## src/rtl/glitch_sequencer_pkg.sv

```systemverilog
// Shared types and constants for the glitch sequencer and its trigger front end.
package glitch_sequencer_pkg;

    typedef enum logic [2:0] {
        IDLE      = 3'd0,
        ARMED     = 3'd1,
        LOAD      = 3'd2,
        BLANK     = 3'd3,
        WAIT_ZERO = 3'd4,
        PULSE     = 3'd5
    } state_t;

    localparam int unsigned BLANK_CYCLES       = 2;
    localparam int unsigned BLANK_CNT_BITS     = 2;
    localparam int unsigned DEFAULT_WIDTH_BITS = 16;
    localparam int unsigned DELAY_BITS         = 32;

endpackage

```

## src/rtl/glitch_sequencer_trigger_sync.sv

```systemverilog
// Synchronizes the external trigger and flags one selected edge per transition.
// While re-prime is high the detector tracks the input but never reports an edge.
module glitch_sequencer_trigger_sync #(
    parameter int unsigned SYNC_STAGES = 2
) (
    input  logic clk,
    input  logic rst_n,
    input  logic i_trigger,
    input  logic i_rising,
    input  logic i_reprime,
    output logic o_trig_edge
);

    logic [SYNC_STAGES-1:0] r_sync;
    logic                   r_prev;
    logic                   r_edge;
    logic                   w_synced;
    logic                   w_edge_c;

    assign w_synced = r_sync[SYNC_STAGES-1];
    assign w_edge_c = i_rising ? (w_synced & ~r_prev) : (~w_synced & r_prev);

    always_ff @(posedge clk or negedge rst_n) begin
        if (!rst_n) begin
            r_sync <= '0;
            r_prev <= 1'b0;
            r_edge <= 1'b0;
        end else begin
            r_sync <= {r_sync[SYNC_STAGES-2:0], i_trigger};
            r_prev <= w_synced;
            r_edge <= w_edge_c & ~i_reprime;
        end
    end

    assign o_trig_edge = r_edge;

endmodule

```

## src/rtl/glitch_sequencer.sv

```systemverilog
// Arm/trigger/pulse controller: loads the delay counter on a trigger edge, waits for
// its zero flag past a blanking window, then drives glitch_out for the programmed width.
module glitch_sequencer
    import glitch_sequencer_pkg::*;
#(
    parameter int unsigned WIDTH_BITS  = DEFAULT_WIDTH_BITS,
    parameter int unsigned SYNC_STAGES = 2
) (
    input  logic                  clk,
    input  logic                  rst_n,
    input  logic                  arm,
    input  logic                  abort,
    input  logic [DELAY_BITS-1:0] delay_value,
    input  logic [WIDTH_BITS-1:0] pulse_width,
    input  logic                  trig_rising,
    input  logic                  trigger_in,
    output logic [DELAY_BITS-1:0] counter_value,
    output logic                  set_counter,
    input  logic                  is_zero,
    output logic                  glitch_out,
    output logic                  busy,
    output logic                  done
);

    state_t                    r_state;
    state_t                    w_state_nxt;
    logic [DELAY_BITS-1:0]     r_delay;
    logic [DELAY_BITS-1:0]     w_delay_nxt;
    logic [WIDTH_BITS-1:0]     r_width;
    logic [WIDTH_BITS-1:0]     w_width_nxt;
    logic                      r_trig_rising;
    logic                      w_trig_rising_nxt;
    logic [BLANK_CNT_BITS-1:0] r_blank_cnt;
    logic [BLANK_CNT_BITS-1:0] w_blank_cnt_nxt;
    logic [WIDTH_BITS-1:0]     r_pulse_cnt;
    logic [WIDTH_BITS-1:0]     w_pulse_cnt_nxt;
    logic                      w_done_nxt;
    logic [DELAY_BITS-1:0]     r_counter_value;
    logic                      r_set_counter;
    logic                      r_glitch;
    logic                      r_busy;
    logic                      r_done;
    logic                      w_trig_edge;
    logic                      w_reprime;

    // Detector stays primed (edge-blind) everywhere except ARMED.
    assign w_reprime = (r_state != ARMED);

    glitch_sequencer_trigger_sync #(
        .SYNC_STAGES (SYNC_STAGES)
    ) u_trigger_sync (
        .clk         (clk),
        .rst_n       (rst_n),
        .i_trigger   (trigger_in),
        .i_rising    (r_trig_rising),
        .i_reprime   (w_reprime),
        .o_trig_edge (w_trig_edge)
    );

    always_ff @(posedge clk or negedge rst_n) begin
        if (!rst_n) begin
            r_state <= IDLE;
        end else begin
            r_state <= w_state_nxt;
        end
    end

    always_comb begin
        w_state_nxt       = r_state;
        w_delay_nxt       = r_delay;
        w_width_nxt       = r_width;
        w_trig_rising_nxt = r_trig_rising;
        w_blank_cnt_nxt   = r_blank_cnt;
        w_pulse_cnt_nxt   = r_pulse_cnt;
        w_done_nxt        = 1'b0;

        case (r_state)
            IDLE: begin
                if (arm && !abort) begin
                    w_delay_nxt       = delay_value;
                    w_width_nxt       = pulse_width;
                    w_trig_rising_nxt = trig_rising;
                    w_state_nxt       = ARMED;
                end
            end
            ARMED: begin
                if (w_trig_edge) begin
                    w_state_nxt = LOAD;
                end
            end
            LOAD: begin
                w_blank_cnt_nxt = BLANK_CNT_BITS'(BLANK_CYCLES - 1);
                w_state_nxt     = BLANK;
            end
            BLANK: begin
                if (r_blank_cnt == '0) begin
                    w_state_nxt = WAIT_ZERO;
                end else begin
                    w_blank_cnt_nxt = r_blank_cnt - BLANK_CNT_BITS'(1);
                end
            end
            WAIT_ZERO: begin
                if (is_zero) begin
                    if (r_width != '0) begin
                        w_pulse_cnt_nxt = r_width;
                        w_state_nxt     = PULSE;
                    end else begin
                        w_done_nxt  = 1'b1;
                        w_state_nxt = IDLE;
                    end
                end
            end
            PULSE: begin
                if (r_pulse_cnt == WIDTH_BITS'(1)) begin
                    w_done_nxt  = 1'b1;
                    w_state_nxt = IDLE;
                end else begin
                    w_pulse_cnt_nxt = r_pulse_cnt - WIDTH_BITS'(1);
                end
            end
            default: begin
                w_state_nxt = IDLE;
            end
        endcase

        // Abort wins over every other transition, including a same-cycle arm.
        if (abort) begin
            w_state_nxt = IDLE;
            w_done_nxt  = 1'b0;
        end
    end

    // Outputs are decoded from the next state so they align with the state register.
    always_ff @(posedge clk or negedge rst_n) begin
        if (!rst_n) begin
            r_delay         <= '0;
            r_width         <= '0;
            r_trig_rising   <= 1'b0;
            r_blank_cnt     <= '0;
            r_pulse_cnt     <= '0;
            r_counter_value <= '0;
            r_set_counter   <= 1'b0;
            r_glitch        <= 1'b0;
            r_busy          <= 1'b0;
            r_done          <= 1'b0;
        end else begin
            r_delay       <= w_delay_nxt;
            r_width       <= w_width_nxt;
            r_trig_rising <= w_trig_rising_nxt;
            r_blank_cnt   <= w_blank_cnt_nxt;
            r_pulse_cnt   <= w_pulse_cnt_nxt;
            if (w_state_nxt == LOAD) begin
                r_counter_value <= r_delay;
            end
            r_set_counter <= (w_state_nxt == LOAD);
            r_glitch      <= (w_state_nxt == PULSE);
            r_busy        <= (w_state_nxt != IDLE);
            r_done        <= w_done_nxt;
        end
    end

    assign counter_value = r_counter_value;
    assign set_counter   = r_set_counter;
    assign glitch_out    = r_glitch;
    assign busy          = r_busy;
    assign done          = r_done;

endmodule

```

## config.mk

```make
export PLATFORM = sky130hd
export DESIGN_NAME = glitch_sequencer
export DESIGN_NICKNAME = d
export VERILOG_FILES = /design/src/rtl/glitch_sequencer_pkg.sv /design/src/rtl/glitch_sequencer_trigger_sync.sv /design/src/rtl/glitch_sequencer.sv
export SDC_FILE = /design/constraint.sdc
export NUM_CORES = 1
export LEC_CHECK = 0
export ABC_AREA = 1
export ABC_CLOCK_PERIOD_IN_PS = 4600
export CAP_MARGIN = 20
export CORE_ASPECT_RATIO = 0.6
export CORE_MARGIN = 2
export CORE_UTILIZATION = 56
export CTS_CLUSTER_DIAMETER = 150
export CTS_CLUSTER_SIZE = 28
export DETAILED_ROUTE_END_ITERATION = 12
export PLACE_DENSITY_LB_ADDON = 0.1
export SLEW_MARGIN = 25
export SYNTH_ARGS = -nofsm -noshare
export SYNTH_HDL_FRONTEND = slang
export SYNTH_SLANG_ARGS = --single-unit
export TNS_END_PERCENT = 10
```

## constraint.sdc

```tcl
create_clock -name clk -period 4.6 [get_ports clk]
set_input_delay 1.15 -clock clk [delete_from_list [all_inputs] [get_ports clk]]
set_output_delay 1.15 -clock clk [all_outputs]
set_load 0.03 [all_outputs]
```

== Word-level counts from Yosys, hierarchy flattened ==
Cells that the tools add are included.

* Register bits: 110
* Bits of input ports: 55
* Word-level logic and storage cells: 66

* Add/sub/neg operators: 2
* Equality and inequality tests: 13
* Muxes and demuxes: 20
* Bitwise logic cells: 6
* Reduce and logical (&&, ||, !) cells: 11

{| class="wikitable"
|+ Operator list
! operator !! number
|-
| $mux 16 || 3
|-
| $pmux 16 s2 || 1
|-
| $mux 3 || 7
|-
| $pmux 3 s6 || 1
|-
| $eq 16x1->1 const B || 1
|-
| $reduce_bool 16->1 || 1
|-
| $sub 16x1->16 const B || 1
|-
| $eq 3x2->1 const B || 3
|-
| $eq 3x3->1 const B || 3
|-
| $ne 2x2->1 const B || 4
|-
| $mux 1 || 5
|-
| $pmux 2 s2 || 1
|-
| $reduce_and 2->1 || 2
|-
| $reduce_and 4->1 || 1
|-
| $reduce_bool 2->1 || 2
|-
| $and 1x1->1 || 3
|-
| $eq 3x1->1 const B || 1
|-
| $logic_not 3->1 || 1
|-
| $ne 3x1->1 const B || 1
|-
| $not 1->1 || 3
|-
| $reduce_bool 3->1 || 1
|-
| $logic_not 2->1 || 1
|-
| $mux 2 || 1
|-
| $pmux 1 s2 || 1
|-
| other kinds (3) || 3
|}

== Depth between registers and ports, before layout ==
Gate-level depths: netlist of the first run.

* Word-level depth: 6
* Depth in mapped cells: 12

== Cells and area by module ==
Synthesis of the first run repeated with hierarchy kept, for this count alone.

* Cell total of the unflattened synthesis: 517
* Area, all modules: 4949.7 um2

{| class="wikitable"
|+ Modules (own cells, without submodules)
! module !! times used !! cells an instance !! area each (um2) !! sequential area each (um2)
|-
| glitch_sequencer || 1 || 504 || 4815.9 || 2652.5
|-
| glitch_sequencer_trigger_sync || 1 || 13 || 133.9 || 100.1
|}

== Worst setup path after synthesis of the first run ==
OpenSTA, ideal clock, no wires.

* Path kind: input port to flip-flop
* Start point: in abort
* End point: reg r_counter_value[15] (netlist: counter_value[15])
* Setup time: 0.118 ns
* Arrival time: 2.029 ns
* Data required time: 4.482 ns
* Path slack: 2.453 ns
* Stages on the path: 8
* Path through: nor2_1 > nand3_2 > nand3_1 > a21oi_4 > nand3_4 > buf_6 > nand2_1 > nand2_1

* Longest elaborated chain between the ends: 6

{| class="wikitable"
|+ Ends and longest elaborated chain
! item !! line !! RTL
|-
| start: declaration || glitch_sequencer.sv:12 || <nowiki>input logic abort,</nowiki>
|-
| $logic_not 1->1 || glitch_sequencer.sv:79 || <nowiki>if (arm && !abort) begin</nowiki>
|-
| $logic_and 1x1->1 || glitch_sequencer.sv:79 ||
|-
| $mux 3 || glitch_sequencer.sv:79 ||
|-
| $pmux 3 s6 || glitch_sequencer.sv:77 || <nowiki>case (r_state)</nowiki>
|-
| $mux 3 (*) || glitch_sequencer.sv:127 || <nowiki>if (abort) begin</nowiki>
|-
| $eq 3x2->1 (*) || glitch_sequencer.sv:152 || <nowiki>if (w_state_nxt == LOAD) begin</nowiki>
|-
| end signal: assignment || glitch_sequencer.sv:153 || <nowiki>r_counter_value <= r_delay;</nowiki>
|-
| end: declaration || glitch_sequencer.sv:38 || <nowiki>logic [DELAY_BITS-1:0] r_counter_value;</nowiki>
|}

Every way passes the cells marked *; elsewhere a longest branch is shown, timed or not.
A chain may end at the register's enable or synchronous reset.

== Worst setup path after layout of the first run ==
* Start point: in is_zero
* End point: reg r_pulse_cnt[15]

* Longest elaborated chain between the ends: 2

{| class="wikitable"
|+ Ends and longest elaborated chain
! item !! line !! RTL
|-
| start: declaration || glitch_sequencer.sv:19 || <nowiki>input logic is_zero,</nowiki>
|-
| $ne 2x2->1 (no source line) || -- ||
|-
| $reduce_and 4->1 (no source line) || -- ||
|-
| end signal: assignment || glitch_sequencer.sv:151 || <nowiki>r_pulse_cnt <= w_pulse_cnt_nxt;</nowiki>
|-
| end: declaration || glitch_sequencer.sv:35 || <nowiki>logic [WIDTH_BITS-1:0] r_pulse_cnt;</nowiki>
|}

Every way passes these cells.

==> results of run 1 <==
state kept, by name, indices dropped and copies added, names as in the netlist:
name / cells
counter_value: 32
r_delay: 32
r_pulse_cnt: 16
r_width: 16
r_state: 3
r_blank_cnt: 2
u_trigger_sync.r_sync: 2
busy: 1
done: 1
glitch_out: 1
r_trig_rising: 1
set_counter: 1
u_trigger_sync.o_trig_edge: 1
u_trigger_sync.r_prev: 1
cells by family (layout without fill, tap and decap cells):
logic type | after synthesis | in the layout | synth area share
flops | 110 | 110 | 0.559
simple gates | 260 | 260 | 0.235
compound gates | 35 | 35 | 0.0430
mux | 44 | 44 | 0.101
fa+ha+maj | 3 | 3 | 0.00763
buf+inv | 57 | 144 | 0.0513
xor+xnor | 2 | 2 | 0.00356
per-stage QoR:
step | setup WS (ns) | util | instance area [um^2] | hold WS [ns] | cells
after floorplan | 2.45 | - | 4920 | 0.331 | 511
after CTS | 1.65 | 0.719 | 6130 | 0.382 | 710
after global routing | 1.47 | 0.719 | 6130 | 0.395 | 710
after detailed placement | 1.31 | 0.690 | 5880 | 0.368 | 697
final | 1.61 | 0.719 | 6130 | 0.380 | 710
after global placement | 1.33 | 0.690 | 5880 | 0.334 | 697
synth_stat cells (3+ instances only):
| library cell | n |
|---|---|
| a21oi_1 | 8 |
| buf_2 | 10 |
| buf_6 | 3 |
| clkbuf_1 | 6 |
| dfrtp_1 | 110 |
| ha_1 | 3 |
| inv_1 | 33 |
| mux2_2 | 44 |
| nand2_1 | 141 |
| nand2_2 | 4 |
| nand3_1 | 30 |
| nand4_1 | 34 |
| nor2_1 | 39 |
| nor3_1 | 4 |
| o211ai_1 | 3 |
| o21ai_0 | 17 |
worst max-delay path by stage:
stage                   endpoint  slack, ns  depth (start not counted)
2_1_floorplan  counter_value[15]       2.45                          8
3_3_place_gp      r_pulse_cnt[3]       1.33                          8
3_5_place_dp      r_pulse_cnt[3]       1.31                          8
4_1_cts          r_pulse_cnt[15]       1.65                          8
5_1_grt           r_pulse_cnt[9]       1.47                          8
6_report         r_pulse_cnt[15]       1.61                          8
critical path, stage by stage:
cell,delay (ns)
clkdlybuf4s50_1,0.50
inv_1,0.05
nor2_1,0.12
nand2_2,0.42
nand2_2,0.58
inv_1,0.21
nand2_1,0.12
nand2_1,0.06
routing by layer:
| layer | GRT usage | vias to the layer above | wire [um] |
|---|---|---|---|
| met5 | 0 | - | 0 |
| met4 | 0.0667 | 0 | 136 |
| met3 | 0.0730 | 14 | 895 |
| met2 | 0.364 | 149 | 4930 |
| met1 | 0.372 | 1868 | 5380 |
| li1 | - | 1860 | - |
cell type report:
class,count,area [um^2],share of cell area
clock inverters,2,12.5,0.00204
clock buffers,11,233,0.0380
inverters,35,131,0.0214
repair buffers,96,943,0.154
well taps,112,140,0.0229
flip-flops and latches,110,2750,0.449
multi-input cells,344,1920,0.313
report_power, final:
part           switching (W)  internal (W)  total (W)
clock               0.000322      0.000358   0.000679
sequential          0.000133       0.00117    0.00130
combinational       0.000460      0.000353   0.000813
==> run summary, run 1 <==
Along the worst hold path, the cell count comes to 0. The period utilization is 0.650. The die covers 9580 um^2. The chip width came out at roughly 130 um.

The most used flip-flop cell after synthesis is dfrtp_1. The total setup buffers inserted after CTS is 0. The final global-route overflow total came out at 0. The number of filler cells placed in the layout came out at 635. The total power of the final layout is 0.00280 W.

The number of port buffers came out at 90. The total routing usage reported by global routing came out at 0.251. The startpoint of the worst hold path is u_trigger_sync.r_sync[0]. At the pin with the least slew margin, the transition time is 0.709 ns.

The number of instances resized during post-cts repair is 0. The highest net fanout along the worst path is 35. The count of final hold-check violations came to 0.

Of the synthesized area, sequential elements account for 0.559. The routability-driven placement congestion ratio came out at 0.855. The height of the die is 76.6 um. The total of warnings raised by yosys is 0. The worst setup path is of the input pin to register kind. Counting every sink on the clock net gives 110. The most common library cell in the layout ignoring fill and taps is nand2_1. In the layout the commonest cells are 141 x nand2_1, 110 x dfrtp_1, 89 x clkdlybuf4s50_1, 44 x mux2_2, 39 x nor2_1. Setup violations remaining at the end of the flow were counted as 0.

The reg-to-reg endpoint is r_pulse_cnt[15]. a little over 90 I/O pins were placed. STA classifies the critical path endpoint as a register. Counting flops with an async set or reset pin after synthesis yields a share of 1.00. STA puts the critical path data arrival time at 3.21 ns.

Clock tree synthesis selected as its root buffer the cell clkbuf_16. The run finished with clean final reports. TritonCTS built the clock tree. The via count of the first global-routing pass was ~3,800.

Synthesis instantiated 31 different standard cells from the library. The H-tree was split into 3 levels. The share of final-layout standard cells stronger than drive strength 1 is 0.125. The total half-perimeter wirelength after legalization and detailed placement came out at roughly 8000 um. The diode insertion count for antenna repair is 0.

The setup TNS is 0 ns. The number of antenna violations at the first check in global routing came out at 0. The min-delay analysis places its worst path in the category register to register. The net count of the mapped netlist is 569. The total vias in the final route is 3,891. The ratio of total power to cell area came out at 456 nW/um^2. Entering global routing, the biggest net connects 55 pins. The number of cell instances on the worst register-to-register path came out at 9. The first-pass detailed-route iteration total is 6.

In this run the core area contains 26 standard-cell rows. The reported leakage power is slightly below 3 nW. The TritonCTS buffer count is 9. Synthesis produced 511 cells. The worst-case clock buffer depth came out at 2.

The area share of the largest cell type after synthesis is 0.559. The violation count after the first detailed-routing iteration came out at 332. Yosys attributes the largest share of cell area to dfrtp_1 56%, nand2_1 11%, mux2_2 10%. The routed wire length is 11,300 um. The area of the mapped netlist is a little under 5000 um^2. Clock skew on the completed layout was measured at 0.00998 ns. After layout, the minimum clock period comes to 2.99 ns. Setup repair after global routing left no endpoint under its margin.

The net count of the finished layout came out at 654. The initial cell density of the core is 0.578. Hold repair after CTS inserted 0 buffers. In this run the mean area of a mapped cell was 9.63 um^2. The setup slack of the most critical reg-to-reg path came out at around 2.1 ns. The path with the worst hold slack has its endpoint at u_trigger_sync.r_sync[1]. The count of state elements after synthesis came out at 110. The most critical setup path has its startpoint at is_zero. The residual DRC count came out at 0. The synthesis-to-layout area growth came out at 24.5%. The global-route wire length before repair is about 19,000 um. Timing would allow up to roughly 330 MHz. In this run the critical register-to-register path is launched from r_width[6]. The number of synthesized flops with an enable pin is 0. The tool flagged a number of max-cap violations equal to 0. The worst max-slew margin expressed relative to the limit came out at 0.526. The average wire per standard cell is 16.0 um. The clock-pin transition on the worst setup and hold timing paths is 0.07 ns. The count of pins over their slew limit is 0.

Once detail routing completed, the nets flagged for antenna violations numbered 0. The per-cell via count in the routed design came out at 5.48. The clock insertion delay at the later pin of the skew report is 0.34 ns. The nature of the critical path startpoint is an input pin. Across the VDD grid, the largest voltage drop is between 200 and 300 uV. The worst path required time is 4.83 ns.

The core region area came out at about 8500 um^2. The synthesized design spends more area on one cell type than any other, namely dfrtp_1.
Power figures use the tool's default switching activity.
==> run 2, diff against run 1 <==
ABC_CLOCK_PERIOD_IN_PS = 2450   (was 4600)
CORE_UTILIZATION = 47   (was 56)
clock period = 2.45 ns   (was 4.6 ns; I/O delays follow)
==> run 2 against run 1 <==
Compared with the run above: clock power up 100%; design area up 2.3%; wire length up 0.63%; register-to-register slack worse by 1.7 ns; sequential power up 88%; non-clock buffer count up 6; final cell count up 4.4%; global-route usage down 3.3 points; first-iteration DRC count down 6.0%; via count up 0.13%; sequential cell count unchanged; critical path depth down 7; critical path type is now register to primary output; critical endpoint is now counter_value[0]; largest cell class unchanged.
==> run summary, run 2 (synthesis results as in run 1) <==
The number of port buffers came out at 90. The routed wire length is around 11,000 um. The core region area came out at around 10,000 um^2. The clock period minus final worst setup slack is 2.07 ns. The setup skew after layout came out at 0.00488 ns. The clock-pin transition on the worst setup and hold timing paths is 0.07 ns. For the pin with the worst max-slew slack, the measured transition is 0.646 ns.

The total setup buffers inserted after CTS is 0. The internal portion of total power came out at 0.00361 W. The global-route wire length before repair came out at 19,000 um. The share of total power dissipated in combinational logic is 0.286. For the worst-skew pair, the clock arrives at the later sink with an insertion delay of 0.34 ns.

The number of buffers and inverters on the critical path is 1. 91 I/O pins were placed. In the layout the commonest cells are 141 x nand2_1, 110 x dfrtp_1, 89 x clkdlybuf4s50_1, 44 x mux2_2, 39 x nor2_1. The highest net fanout along the worst path came out at 2. The share of total power dissipated in the clock network is 0.257. The final number of setup-violating endpoints is 0. The chip width came out at 136 um. The nature of the critical path startpoint is a register. The total routing usage reported by global routing came out at 0.218.

In the final layout, the share of cells above drive strength 1 is 0.139. The clock root buffer master is clkbuf_16. The synthesis-to-layout area growth is 27.4%. The critical path goes through clkdlybuf4s50_1. The post-cts hold buffer count came out at 0.

The via count of the first global-routing pass came out at 3,779. The worst pin sits at a relative slew slack of 0.569. The worst path required time is 1.84 ns. The height of the die came out at 83.3 um. Setup repair after global routing left no endpoint under its margin.

The worst-case clock buffer depth is 2. The worst hold path belongs to the class input pin to asynchronous set/reset pin. The reported leakage power came out at 2.95 nW. The cell row count is 28.

The number of antenna violations at the first check in global routing came out at 0. The number of nets with antenna violations after routing is 0. Once placement completed, the tool counted placed cells totaling 726. The setup TNS is 0 ns.

The total vias in the final route came out at around 3,900. The first detailed-routing pass ran for 5 iterations. The initial cell density of the core came out at 0.491. The type of destination of the critical path is a primary output. Across the whole layout, storage elements account for 2750 um^2. The count of final hold-check violations is 0. The area enclosed by the die boundary is 11,300 um^2. The maximum vdd ir drop came out at between 400 and 500 uV.

The total number of H-tree levels came out at 3. The critical path in this run is classified as register to primary output. The net count of the finished layout is 660. The count of pins over their slew limit came out at 0. Entering global routing, the biggest net connects 55 pins.

The violation count after the first detailed-routing iteration came out at 312. The sequential share of power came out at 0.458. The switching power is 0.00175 W. The number of instances resized during post-cts repair came out at 0.

Routability-driven placement finished with a final weighted congestion of 0.883. TritonCTS built the clock tree. The flow ran to the end, and the final reports show no timing, DRC or antenna violations. The multi-input logic area came out at ~1900 um^2. The diode insertion count for antenna repair is 0. The number of filler cells placed in the layout is 842. The total half-perimeter wirelength after legalization and detailed placement is 7880 um. The residual DRC count came out at 0.

The number of max-capacitance violations reported came out at 0. The slowest stage of the critical path belongs to the cell clkdlybuf4s50_1. The number of standard cells in the layout, taps in and fillers out came out at around 740. The ratio of total power to cell area is 855 nW/um^2. In the finished design, the share of the clock period the worst path needs comes to 0.843. The highest clock frequency the design can meet is around 480 MHz.

Broken down by cell family, the worst path's largest delay share belongs to buffers and inverters. For the worst setup path, the data arrival time is ~1.5 ns. The library cell used most frequently in the layout, excluding fill and tap cells, is nand2_1.

The per-cell via count in the routed design is 5.26. The biggest cell delay along the critical path came out at 0.69 ns. Summed over all layers, the global routing overflow is 0. The CTS sink count came out at 110.

The TritonCTS buffer count is 9. In the final routed layout, each cell accounts on average for 15.4 um. Of the total power, the share spent switching nets is 0.326.
## run 2: cell types whose count changed in the layout (fill, tap and decap cells not counted)
cell | previous run | this run
clkbuf_1 | 2 | 1
buf_4 | 7 | 10
clkinv_2 | 1 | 2
inv_6 | 0 | 1
buf_12 | 0 | 3
clkbuf_8 | 0 | 2
clkinvlp_4 | 1 | 0
## run 2: power groups by stage
| stage | registers (W) | clock network [W] | logic, W |
|---|---|---|---|
| 2_1_floorplan | 0.00273 | 0 | 0.000613 |
| 3_3_place_gp | 0.00247 | 0 | 0.00150 |
| 3_5_place_dp | 0.00247 | 0 | 0.00154 |
| 4_1_cts | 0.00245 | 0.00140 | 0.00154 |
| 5_1_grt | 0.00250 | 0.00149 | 0.00169 |
| 6_report | 0.00245 | 0.00138 | 0.00153 |
## run 2: area by class of cell
cell class | instances | area share
Sequential cell | 110 | 0.439
Clock buffer | 12 | 0.0409
Multi-Input combinational cell | 344 | 0.306
Clock inverter | 3 | 0.00299
Tap cell | 135 | 0.0269
Timing Repair Buffer | 102 | 0.164
Inverter | 35 | 0.0209
## run 2: through the flow
stage                     area (um^2)  hold slack [ns]  total power (W)   util  setup slack, ns
final                            6270            0.288          0.00536  0.626            0.385
after global routing             6270            0.333          0.00568  0.626            0.226
after CTS                        6270            0.308          0.00540  0.626            0.388
after detailed placement         6000            0.339          0.00401  0.598           0.0756
after global placement           6000            0.333          0.00397  0.598            0.163
after floorplan                  4920            0.317          0.00334      -            0.841
## run 2: final timing paths
path	slack [ns]	cells after the start	start	endpoint
max in group asynchronous	1.55	2	rst_n	r_delay[12]
min reg2reg	0.35	0	u_trigger_sync.r_sync[0]	u_trigger_sync.r_sync[1]
max reg2reg	0.43	11	r_pulse_cnt[1]	counter_value[9]
max	0.38	1	counter_value[0]	counter_value[0]
min in group clk	0.35	0	u_trigger_sync.r_sync[0]	u_trigger_sync.r_sync[1]
min	0.29	1	rst_n	r_width[10]
## run 2: metal layers
layer	global-route usage	share of wire
met5	0	0
met4	0.0568	0.010
met3	0.0507	0.068
met2	0.307	0.42
met1	0.335	0.50
==> run 3, diff against run 2 <==
ABC_CLOCK_PERIOD_IN_PS = 1800   (was 2450)
clock period = 1.8 ns   (was 2.45 ns; I/O delays follow)
==> run 3 against run 2 <==
Compared with the run above: via count up 1.8%; setup slack worse by 0.38 ns; first-iteration DRC count up 14%; global-route usage about the same; worst hold slack worse by 0.15 ns; final cell count up 2.4%; die area unchanged; clock power up 43%; register-to-register slack worse by 0.42 ns; clock skew up 0.0018 ns; non-clock buffer count up 18; design area up 4.7%; largest cell class unchanged; highest routed layer unchanged.
==> run summary, run 3 (synthesis results as in run 1) <==
The flow ran to the end, and the final reports show no timing, DRC or antenna violations. In this run the worst path has a maximum fanout of 9. The global-route wire length before repair came out at 19,100 um. In the final layout, the share of cells above drive strength 1 is 0.218.

The sequential share of power is 0.454. The net count of the finished layout came out at 678. In this run the critical register-to-register path is captured at counter_value[19]. The area enclosed by the die boundary came out at ~11,000 um^2. The pin slew with the least headroom to its limit is 0.598 ns. The CTS sink count is 110. Dividing the detail-routed via count by the number of cells gives 5.23. Entering global routing, the biggest net connects 111 pins.

In this design, the stage delay of the slowest critical-path cell is approximately 0.40 ns. The ratio of total power to cell area is 1120 nW/um^2. The violation count after the first detailed-routing iteration came out at 355. The worst setup slack after placement is -0.226 ns. Once layout is complete, the utilization of the core stands at 0.655. At the worst endpoint, the arrival time is 2.03 ns. The final global-route overflow total is 0. TritonCTS built the clock tree.

The floorplan has 28 rows. The clock network power share came out at 0.269. The clock period minus final worst setup slack is 1.79 ns. At the end of routability-driven placement, the weighted congestion stood at around 0.94.

The routed wire length came out at 11,700 um. The count of pins over their slew limit came out at 0. The height of the die came out at 83.3 um.

The number of antenna violations at the first check in global routing is 0. The critical path is of the register to register type. The library cell used most frequently in the layout, excluding fill and tap cells, is nand2_1. The reported leakage power came out at 3.27 nW. The highest clock frequency the design can meet came out at 558 MHz. The internal portion of total power is just under 0.005 W. The worst setup path is launched from a register. The completed layout was analyzed and its total power is 0.00738 W. The via count of the first global-routing pass came out at 3,706. The critical path runs through a total of 12 cells. The average wire per standard cell is 15.4 um. The final number of setup-violating endpoints came out at 0.

The number of cell instances on the worst register-to-register path came out at 12. The critical path ends at counter_value[19]. The logic gate share of total power is 0.277. The number of max-capacitance violations reported came out at 0. Setup repair after global routing could not meet its margin everywhere. The total area inside the core boundary comes to between 10,000 and 15,000 um^2.

The setup check on the worst reg-to-reg path leaves a slack of 0.008 ns. The count of final hold-check violations was 0. The type of destination of the critical path is a register. The clock root buffer master is clkbuf_16.

The launch point of the worst path is r_pulse_cnt[1]. The boundary pin count came out at approximately 90. The synthesis-to-layout area growth came out at 33.4%. In this run the power spent charging and discharging nets is 0.00246 W. The diode insertion count for antenna repair is 0. The total vias in the final route came out at 3,967. The first TritonRoute pass finished after 5 iterations. The clock insertion delay at the later pin of the skew report is 0.34 ns. On the critical path, the stage with the largest delay is an instance of dfrtp_1. On the critical path the largest part of the delay comes from simple AND/OR/NAND/NOR gates. The chip width is 136 um. The total number of H-tree levels is 3. The number of port buffers is 90. In the layout the commonest cells are 118 x nand2_1, 110 x dfrtp_1, 53 x clkdlybuf4s50_1, 44 x mux2_2. The worst max-slew margin expressed relative to the limit is 0.601. For this run, design rule violations remaining after detail routing come to 0.

The total routing usage reported by global routing is 0.217. The setup TNS came out at 0 ns. In the finished design, the share of the clock period the worst path needs comes to 0.995. The total half-perimeter wirelength after legalization and detailed placement is 8070 um. The initial cell density of the core came out at 0.491. The setup skew after layout is 0.00671 ns. The start of the worst register-to-register path is r_pulse_cnt[1]. The path class of the tightest hold or removal check is input pin to asynchronous set/reset pin. At the worst endpoint, the required time is 2.04 ns. The clock-pin transition on the worst setup and hold timing paths came out at ~0.07 ns.

The critical path contains buffers and inverters numbering 3 combined. The signal on the critical path passes through inv_2 > ha_4 > inv_2 > nor2_2 > nand2_2 > nor2_2 > nand2_2 > a21oi_4 > nand3_4 > clkbuf_16 > nand2_1 > nand2_1. The TritonCTS buffer count is 9. The maximum vdd ir drop came out at 642 uV. After layout, the worst setup slack is 0.00848 ns. The share of total power consumed by net switching is 0.334. The number of nets with antenna violations after routing is 0. The worst-case clock buffer depth came out at 2.
-- run 3: how the worst min path moves through the flow --
stage	end	slack (ns)	depth (start not counted)
2_1_floorplan	busy	0.15	0
3_3_place_gp	u_trigger_sync.r_sync[1]	0.33	0
3_5_place_dp	u_trigger_sync.r_sync[1]	0.35	0
4_1_cts	r_width[10]	0.20	2
5_1_grt	r_width[12]	0.20	2
6_report	r_width[10]	0.14	2
-- run 3: layout make-up --
class                           count  area (um^2)
Inverter                           35          131
Fill cell                         812         3450
Clock inverter                      6         70.1
Clock buffer                        9          225
Sequential cell                   110         2750
Multi-Input combinational cell    344         2030
Timing Repair Buffer              120         1190
Tap cell                          135          169
-- run 3: per-layer routing --
metal  GRT usage  wire, um  vias to the layer above
li1            -         -                     1919
met1       0.341      5910                     1907
met2       0.303      4850                      135
met3      0.0543       877                        6
met4      0.0436        74                        0
met5           0         0                        -
-- run 3: power groups by stage --
| stage | combinational (W) | clock [W] | sequential (W) |
|---|---|---|---|
| final | 0.00205 | 0.00198 | 0.00335 |
| after global routing | 0.00225 | 0.00214 | 0.00340 |
| after CTS | 0.00199 | 0.00205 | 0.00331 |
| after detailed placement | 0.00214 | 0 | 0.00336 |
| after global placement | 0.00208 | 0 | 0.00336 |
| after floorplan | 0.000834 | 0 | 0.00372 |
-- run 3: repair_timing --
item	CTS	global route
endpoints found under the hold margin	0	0
hold buffers	0	0
pin swaps	0	2
gates cloned	0	2
setup endpoints to repair	35	52
gates resized for setup	35	41
buffers inserted	0	2
-- run 3: per-stage QoR --
| stage | std cells | instance area, um^2 | hold slack (ns) |
|---|---|---|---|
| after CTS | 755 | 6380 | 0.202 |
| final | 759 | 6570 | 0.138 |
| after global placement | 740 | 6130 | 0.333 |
| after floorplan | 511 | 4920 | 0.154 |
| after global routing | 759 | 6570 | 0.203 |
| after detailed placement | 740 | 6130 | 0.345 |
